**config.mk**
```make
export PLATFORM = sky130hd
export DESIGN_NAME = move_exec_unit
export DESIGN_NICKNAME = d
export VERILOG_FILES = /design/src/rtl/uurisc_pkg.sv /design/src/rtl/move_exec_unit.sv
export SDC_FILE = /design/constraint.sdc
export NUM_CORES = 1
export LEC_CHECK = 0
export ABC_AREA = 1
export BUFFER_PORTS_ARGS = -buffer_cell sky130_fd_sc_hd__buf_2
export CELL_PAD_IN_SITES_DETAIL_PLACEMENT = 1
export CELL_PAD_IN_SITES_GLOBAL_PLACEMENT = 1
export CORE_MARGIN = 8
export CORE_UTILIZATION = 41
export DETAILED_ROUTE_END_ITERATION = 8
export PLACE_DENSITY_LB_ADDON = 0.1
export SYNTH_ARGS = -nofsm -noshare
export SYNTH_HDL_FRONTEND = slang
export SYNTH_SLANG_ARGS = --single-unit
export TNS_END_PERCENT = 30
```
**constraint.sdc**
```tcl
create_clock -name clk -period 4.46 [get_ports clk]
set_input_delay 1.115 -clock clk [delete_from_list [all_inputs] [get_ports clk]]
set_output_delay 1.115 -clock clk [all_outputs]
set_load 0.01 [all_outputs]
```
**src/rtl/uurisc_pkg.sv**
```systemverilog
// Shared types and default parameters for the move-only execution unit.
// Instruction word layout: {mode[1:0], write_addr, read_addr}.
package uurisc_pkg;

  localparam int DEF_DATA_WIDTH       = 16;
  localparam int DEF_ADDR_WIDTH       = 16;
  localparam int DEF_INSTR_ADDR_WIDTH = 16;

  localparam logic [15:0] DEF_PC_MEM_ADDR   = 16'h8000;
  localparam logic [15:0] DEF_HALT_MEM_ADDR = 16'h8001;
  localparam logic [15:0] DEF_COND_MEM_ADDR = 16'h8002;

  typedef enum logic [2:0] {
    ST_IDLE  = 3'd0,
    ST_FETCH = 3'd1,
    ST_READ  = 3'd2,
    ST_WRITE = 3'd3,
    ST_HALT  = 3'd4
  } state_t;

  typedef enum logic [1:0] {
    MODE_MOV  = 2'b00,
    MODE_IMM  = 2'b01,
    MODE_CMOV = 2'b10,
    MODE_RSVD = 2'b11
  } mode_t;

endpackage

```
**src/rtl/move_exec_unit.sv**
```systemverilog
// Transport-triggered execution unit: every instruction moves one value to a
// destination; a few destination addresses act as PC, halt and condition registers.
module move_exec_unit
  import uurisc_pkg::*;
#(
  parameter int DATA_WIDTH       = DEF_DATA_WIDTH,
  parameter int ADDR_WIDTH       = DEF_ADDR_WIDTH,
  parameter int INSTR_ADDR_WIDTH = DEF_INSTR_ADDR_WIDTH,
  parameter logic [ADDR_WIDTH-1:0] PC_MEM_ADDR   = ADDR_WIDTH'(DEF_PC_MEM_ADDR),
  parameter logic [ADDR_WIDTH-1:0] HALT_MEM_ADDR = ADDR_WIDTH'(DEF_HALT_MEM_ADDR),
  parameter logic [ADDR_WIDTH-1:0] COND_MEM_ADDR = ADDR_WIDTH'(DEF_COND_MEM_ADDR)
) (
  input  logic                        clk,
  input  logic                        rst,
  input  logic                        run,
  output logic                        busy,
  output logic                        halted,
  output logic                        illegal,
  output logic                        instr_req,
  output logic [INSTR_ADDR_WIDTH-1:0] instr_addr,
  input  logic [2+2*ADDR_WIDTH-1:0]   instr_din,
  input  logic                        instr_ack,
  output logic                        data_req,
  output logic                        data_we,
  output logic [ADDR_WIDTH-1:0]       data_addr,
  output logic [DATA_WIDTH-1:0]       data_dout,
  input  logic [DATA_WIDTH-1:0]       data_din,
  input  logic                        data_ack,
  output state_t                      dbg_state
);

  localparam int INSTR_WIDTH = 2 + 2 * ADDR_WIDTH;

  // Handshake (both ports): req rises with addr/we/dout valid and holds them
  // unchanged until a rising edge sees ack=1; ack may arrive in the req cycle,
  // and read data is captured on that same edge.

  state_t                      r_state;
  state_t                      w_next;
  logic [INSTR_ADDR_WIDTH-1:0] r_pc;
  logic [DATA_WIDTH-1:0]       r_cond;
  logic [DATA_WIDTH-1:0]       r_value;
  logic [ADDR_WIDTH-1:0]       r_waddr;
  logic [ADDR_WIDTH-1:0]       r_raddr;
  logic                        r_illegal;

  mode_t                       w_mode;
  logic [ADDR_WIDTH-1:0]       w_din_waddr;
  logic [ADDR_WIDTH-1:0]       w_din_raddr;
  logic                        w_cond_true;
  logic                        w_dest_pc;
  logic                        w_dest_halt;
  logic                        w_dest_cond;
  logic                        w_mem_write;
  logic [INSTR_ADDR_WIDTH-1:0] w_pc_inc;
  state_t                      w_retire_state;

  assign w_mode         = mode_t'(instr_din[INSTR_WIDTH-1 -: 2]);
  assign w_din_waddr    = instr_din[2*ADDR_WIDTH-1 -: ADDR_WIDTH];
  assign w_din_raddr    = instr_din[ADDR_WIDTH-1:0];
  assign w_cond_true    = (r_cond != '0);
  assign w_dest_pc      = (r_waddr == PC_MEM_ADDR);
  assign w_dest_halt    = (r_waddr == HALT_MEM_ADDR);
  assign w_dest_cond    = (r_waddr == COND_MEM_ADDR);
  assign w_mem_write    = !w_dest_pc && !w_dest_halt;
  assign w_pc_inc       = r_pc + INSTR_ADDR_WIDTH'(1);
  assign w_retire_state = run ? ST_FETCH : ST_IDLE;

  always_ff @(posedge clk or negedge rst) begin
    if (!rst) r_state <= ST_IDLE;
    else      r_state <= w_next;
  end

  always_comb begin
    w_next = r_state;
    case (r_state)
      ST_IDLE:  if (run) w_next = ST_FETCH;
      ST_FETCH: begin
        if (instr_ack) begin
          case (w_mode)
            MODE_MOV:  w_next = ST_READ;
            MODE_IMM:  w_next = ST_WRITE;
            MODE_CMOV: w_next = w_cond_true ? ST_READ : w_retire_state;
            default:   w_next = w_retire_state;
          endcase
        end
      end
      ST_READ:  if (data_ack) w_next = ST_WRITE;
      ST_WRITE: begin
        if (w_dest_halt)                 w_next = ST_HALT;
        else if (w_dest_pc || data_ack)  w_next = w_retire_state;
      end
      ST_HALT:  if (!run) w_next = ST_IDLE;
      default:  w_next = ST_IDLE;
    endcase
  end

  always_ff @(posedge clk or negedge rst) begin
    if (!rst) begin
      r_pc      <= '0;
      r_cond    <= '0;
      r_value   <= '0;
      r_waddr   <= '0;
      r_raddr   <= '0;
      r_illegal <= 1'b0;
    end else begin
      case (r_state)
        ST_FETCH: begin
          if (instr_ack) begin
            r_waddr <= w_din_waddr;
            r_raddr <= w_din_raddr;
            if (w_mode == MODE_IMM) r_value <= DATA_WIDTH'(w_din_raddr);
            if (w_mode == MODE_RSVD) begin
              r_illegal <= 1'b1;
              r_pc      <= w_pc_inc;
            end
            if (w_mode == MODE_CMOV && !w_cond_true) r_pc <= w_pc_inc;
          end
        end
        ST_READ: if (data_ack) r_value <= data_din;
        ST_WRITE: begin
          // Jumps and halts never reach memory; everything else retires on write ack.
          if (w_dest_pc) begin
            r_pc <= INSTR_ADDR_WIDTH'(r_value);
          end else if (w_dest_halt) begin
            r_pc <= w_pc_inc;
          end else if (data_ack) begin
            r_pc <= w_pc_inc;
            if (w_dest_cond) r_cond <= r_value;
          end
        end
        default: ;
      endcase
    end
  end

  always_comb begin
    instr_req  = (r_state == ST_FETCH);
    instr_addr = r_pc;
    data_req   = (r_state == ST_READ) || ((r_state == ST_WRITE) && w_mem_write);
    data_we    = (r_state == ST_WRITE) && w_mem_write;
    data_addr  = (r_state == ST_READ) ? r_raddr : r_waddr;
    data_dout  = r_value;
    busy       = (r_state != ST_IDLE);
    halted     = (r_state == ST_HALT);
    illegal    = r_illegal;
    dbg_state  = r_state;
  end

endmodule
```
# Yosys cells after proc, flatten, opt, wreduce, memory -nomap -nowiden
# Index checks and enable logic that the tools add are counted.
# totals
inputBits,55
regBits,84
elab_cells,70
# op_classes
mux,22
n_eq_ne,18
n_bitwise,2
reduce_logical,20
add_sub_neg,1
# op_table
op,count
16-bit two-way mux,10
16-bit case mux with 2 select lines,2
"16-bit == test, second input constant",3
3-bit two-way mux,6
"16-bit by 1-bit adder with 16-bit output, second input constant",1
16-bit nonzero test,1
3-bit case mux with 5 select lines,1
5-bit AND reduction,2
4-bit AND reduction,2
"3-bit by 2-bit == test with 1-bit output, second input constant",2
"2-bit inequality test, second input constant",3
2-bit case mux with 3 select lines,1
"2-bit == test, second input constant",2
"2-bit by 1-bit inequality test with 1-bit output, second input constant",2
"4-bit inequality test, second input constant",1
2-bit nonzero test,2
"3-bit by 1-bit == test with 1-bit output, second input constant",1
"3-bit == test, second input constant",1
1-bit logical AND,3
1-bit logical NOT,3
3-bit logical NOT,1
"3-bit by 1-bit inequality test with 1-bit output, second input constant",1
"3-bit inequality test, second input constant",1
3-bit AND reduction,1
8 further kinds,10

# Longest topological paths before layout
# depth
depth_word,6
mapped_depth,11
depth_no_buf,11

# Least setup slack after synthesis
# OpenSTA, ideal clock, no wires.
# synth_path
path_type,flip-flop to output port
startpoint,register r_waddr[5]
endpoint,output data_req
setup_slack_ns,1.942
stages_incl_launch_ff,7
arrival_time_ns,1.403
required_time_ns,3.345
cell_sequence,dfrtp_1 -> nor2_1 -> nand2_1 -> nor3_2 -> buf_4 -> a21oi_1 -> or2_2
# synth_between
elab_chain_len,5
# synth_rtl
item,line_no,text
from (decl),move_exec_unit.sv:43,logic [ADDR_WIDTH-1:0] r_waddr;
from (signal assigned),move_exec_unit.sv:110,r_waddr <= w_din_waddr;
"16-bit == test, on equally long branches","move_exec_unit.sv:62, move_exec_unit.sv:63",
1-bit logical NOT,move_exec_unit.sv:65,assign w_mem_write = !w_dest_pc && !w_dest_halt;
1-bit logical AND (*),move_exec_unit.sv:65,
1-bit logical AND (*),-,
named net data_we,move_exec_unit.sv:24,"output logic data_we,"
1-bit logical OR (*),move_exec_unit.sv:140,data_req = (r_state == ST_READ) || ((r_state == ST_WRITE) && w_mem_write);
to (decl),move_exec_unit.sv:23,"output logic data_req,"
# Mark *: on every way through the listed nets, which the timed path passes. The rest lies on a longest branch.

# Final worst setup path
# layout_path
startpoint,"register r_state[1], in the netlist dbg_state[1]"
endpoint,output data_addr[7]
# layout_between
elab_chain_len,2
# layout_rtl
item,line_no,text
from (decl),move_exec_unit.sv:38,state_t r_state;
from (signal assigned),move_exec_unit.sv:71,else r_state <= w_next;
3-bit by 2-bit == test with 1-bit output,move_exec_unit.sv:142,data_addr = (r_state == ST_READ) ? r_raddr : r_waddr;
16-bit two-way mux,move_exec_unit.sv:142,
to (decl),move_exec_unit.sv:25,"output logic [ADDR_WIDTH-1:0] data_addr,"
# No other way between the ends.

==> impl_metrics.yaml <==
detailed_routing:
  wl_met2_um: 7280
  dr_total_vias: 4388
  dr.pass1.iters: 4
  drt-total-wl_um: 14700
  wl_per_cell_um: 17.1
  ant_nets: 0
  dr.first_iter.drc_count: 137
  wl_met1_um: 6610
  drc: 0
  vias_per_cell: 5.09
  met3_length_um: 602
  maxUsedRoutingLayer: "met4"
timing:
  worst_pin_slew_ns: 0.964
  clock.fmax_ghz: 0.315
  rsz0062_at_grt: "false"
  fin_crit_sh: 0.711
  fin_setup_tns_ns: 0
  hold_viol: 0
  max_slew_margin: 0.357
  drv_slew: 0
  setup_viol: 0
  whs_ns: 0.479
  period_needed_ns: 3.17
  worst_clock_skew_ns: 0.0122
clocking:
  cts_sinks: 84
  hold_buffers: 0
  tritoncts: "yes"
  postCtsSetupRepairBufs: 0
  cts_resized: 0
  clock_latency_ns: 0.38
  cts-buffers-inserted: 9
  path_clk_slew_ns: 0.08
  ctsRootBufferMaster: "clkbuf_8"
  cts_buffer_depth: 2
  htree_levels: 3
layout:
  mostFrequentLayoutCells: "nand2_1 (251), buf_2 (110), dfrtp_1 (84), o21ai_0 (55), nor2_1 (48)"
  diodes: 0
  layout.cells.non_filler: 862
  final_net_count: 773
  final_common_cell: "nand2_1"
  area_growth_pct: 19.4
  postLayoutCellArea_mm2: 0.00548
  fillCellCount: 1448
  drive_gt1_frac: 0.223
floorplan:
  fp.coreArea_mm2: 0.0109
  initial_core_util: 0.421
  dieHeight_um: 122
  num_rows: 38
  die-area_mm2: 0.0148
  die_w_um: 122
  pin_count: 112
yosys:
  syn_area_per_cell_um2: 7.44
  synthAdderAreaFrac: 0.00273
  ys_seq_area_frac: 0.458
  synth_xor_area_frac: 0.0153
  synth_top_family_by_area: "simple AND/OR/NAND/NOR gates"
  synth-simple-area-share: 0.340
  synth_compound_area_frac: 0.106
  netlist_area_mm2: 0.00459
  synth_nets: 673
  muxShareOfSynthArea: 0
  ys_warn_count: 0
  ys_ff_latch: 84
  yosysTopAreaCell: "dfrtp_1"
  yosysUniqueCellTypes: 39
  syn_inst: 617
  synthTopCellsByArea: "dfrtp_1 (46%), nand2_1 (21%), o21ai_0 (6.0%)"
  synth.top_cell.area_share: 0.458
power_and_ir_drop:
  power.density_mw_per_mm2: 643
  peakVddDrop_mv: 0.270
  power_w: 0.00352
  power_leakage_nw: 2.88
setup_path:
  critPathMaxStageDelay_ns: 0.53
  startpoint_type: "flip-flop"
  crit_fanout: 47
  worstPathCellList: "inv_4 -> nor3_4 -> buf_4 -> nand2_1 -> o21ai_0 -> buf_2"
  r2r_end: "instr_addr[7]"
  worstSetupStartpoint: "dbg_state[1]"
  required_ns: 3.35
  crit_type: "flip-flop to primary output"
  cp-endpoint: "data_addr[7]"
  r2r_setup_slack_ns: 2.07
  crit_arrival_ns: 2.06
  r2r-start: "r_waddr[9]"
  slowest_stage: "dfrtp_1"
  reg2reg_depth: 9
  worst_setup_path_end_kind: "primary output"
min_path:
  hp-class: "flip-flop to flip-flop"
global_route:
  grt.overflow.total: 0
  grt_max_degree: 70
  grt_pass1_vias: 4840
  grt_pass1_wl_um: 24400
  gr-usage-all-layers: 0.206
  antenna_found_initial: 0
placed_design:
  dp.cells: 846
  placed_cell_area_mm2: 0.00519
  hpwl_um: 11200
  place_congestion: 0.855
  io_buffers: 111
outcome:
  outcome: "finished clean"
flow_run:
  drv_cap: 0
-- state kept, by name, summed over array words and instances (netlist names) --
signal / count
illegal: 1
r_raddr: 16
r_waddr: 16
r_cond: 16
dbg_state: 3
instr_addr: 16
data_dout: 16
-- worst max-delay path, delay by kind of cell (launching register included) --
| family | cells | cell delay (ns) |
|---|---|---|
| simple gates | 2 | 0.30 |
| flops | 1 | 0.53 |
| compound gates | 1 | 0.12 |
| buf+inv | 3 | 0.72 |
-- area by class of cell --
class	instances	area [um2]	area share
Tap cell	140	175	0.0320
Inverter	50	195	0.0356
Sequential cell	84	2100	0.384
Clock buffer	9	124	0.0226
Timing Repair Buffer	115	588	0.107
Multi-Input combinational cell	457	2130	0.389
Clock inverter	7	163	0.0297
-- routing by layer --
metal	up-vias	global-route usage
met5	-	0
met4	0	0.0640
met3	14	0.0398
met2	78	0.355
met1	2135	0.256
li1	2161	-
-- cells in the mapped netlist, drive strengths merged --
library cell / number
clkbuf: 5
nand3b: 1
inv: 49
buf: 21
nand3: 26
o22ai: 1
o21bai: 1
ha: 1
dfrtp: 84
a21oi: 6
nand4: 14
nor3: 4
or2: 1
nor2: 59
clkinv: 1
a31o: 1
xor2: 8
a31oi: 15
nand2: 255
o21ai: 63
o211ai: 1
-- power breakdown --
group          internal [W]  switching (W)
clock              0.000484       0.000303
combinational      0.000495       0.000955
sequential          0.00102       0.000268
-- worst min-delay path by stage --
stage                from          to  slack (ns)  depth (start not counted)
5_1_grt        r_raddr[8]  r_raddr[8]        0.50                          2
6_report          illegal     illegal        0.48                          1
2_1_floorplan  r_raddr[0]  r_raddr[0]        0.44                          2
4_1_cts           illegal     illegal        0.48                          1
3_5_place_dp      illegal     illegal        0.45                          1
3_3_place_gp   r_raddr[4]  r_raddr[4]        0.45                          2
-- metrics by stage --
| stage | util | worst slack, ns |
|---|---|---|
| 3_5_place_dp | 0.477 | 1.68 |
| 5_1_grt | 0.503 | 1.10 |
| 2_1_floorplan | - | 1.94 |
| 6_report | 0.503 | 1.29 |
| 4_1_cts | 0.503 | 1.26 |
| 3_3_place_gp | 0.477 | 1.71 |
-- cell families (layout without fill, tap and decap cells) --
group | count (synthesis) | in the layout
and+or+nand+nor | 360 | 360
AOI/OAI and AO/OA | 88 | 88
DFF | 84 | 84
buffers and inverters | 76 | 181
xor gates and xnor gates | 8 | 8
adders and majority gates | 1 | 1
Power figures use the tool's default switching activity.
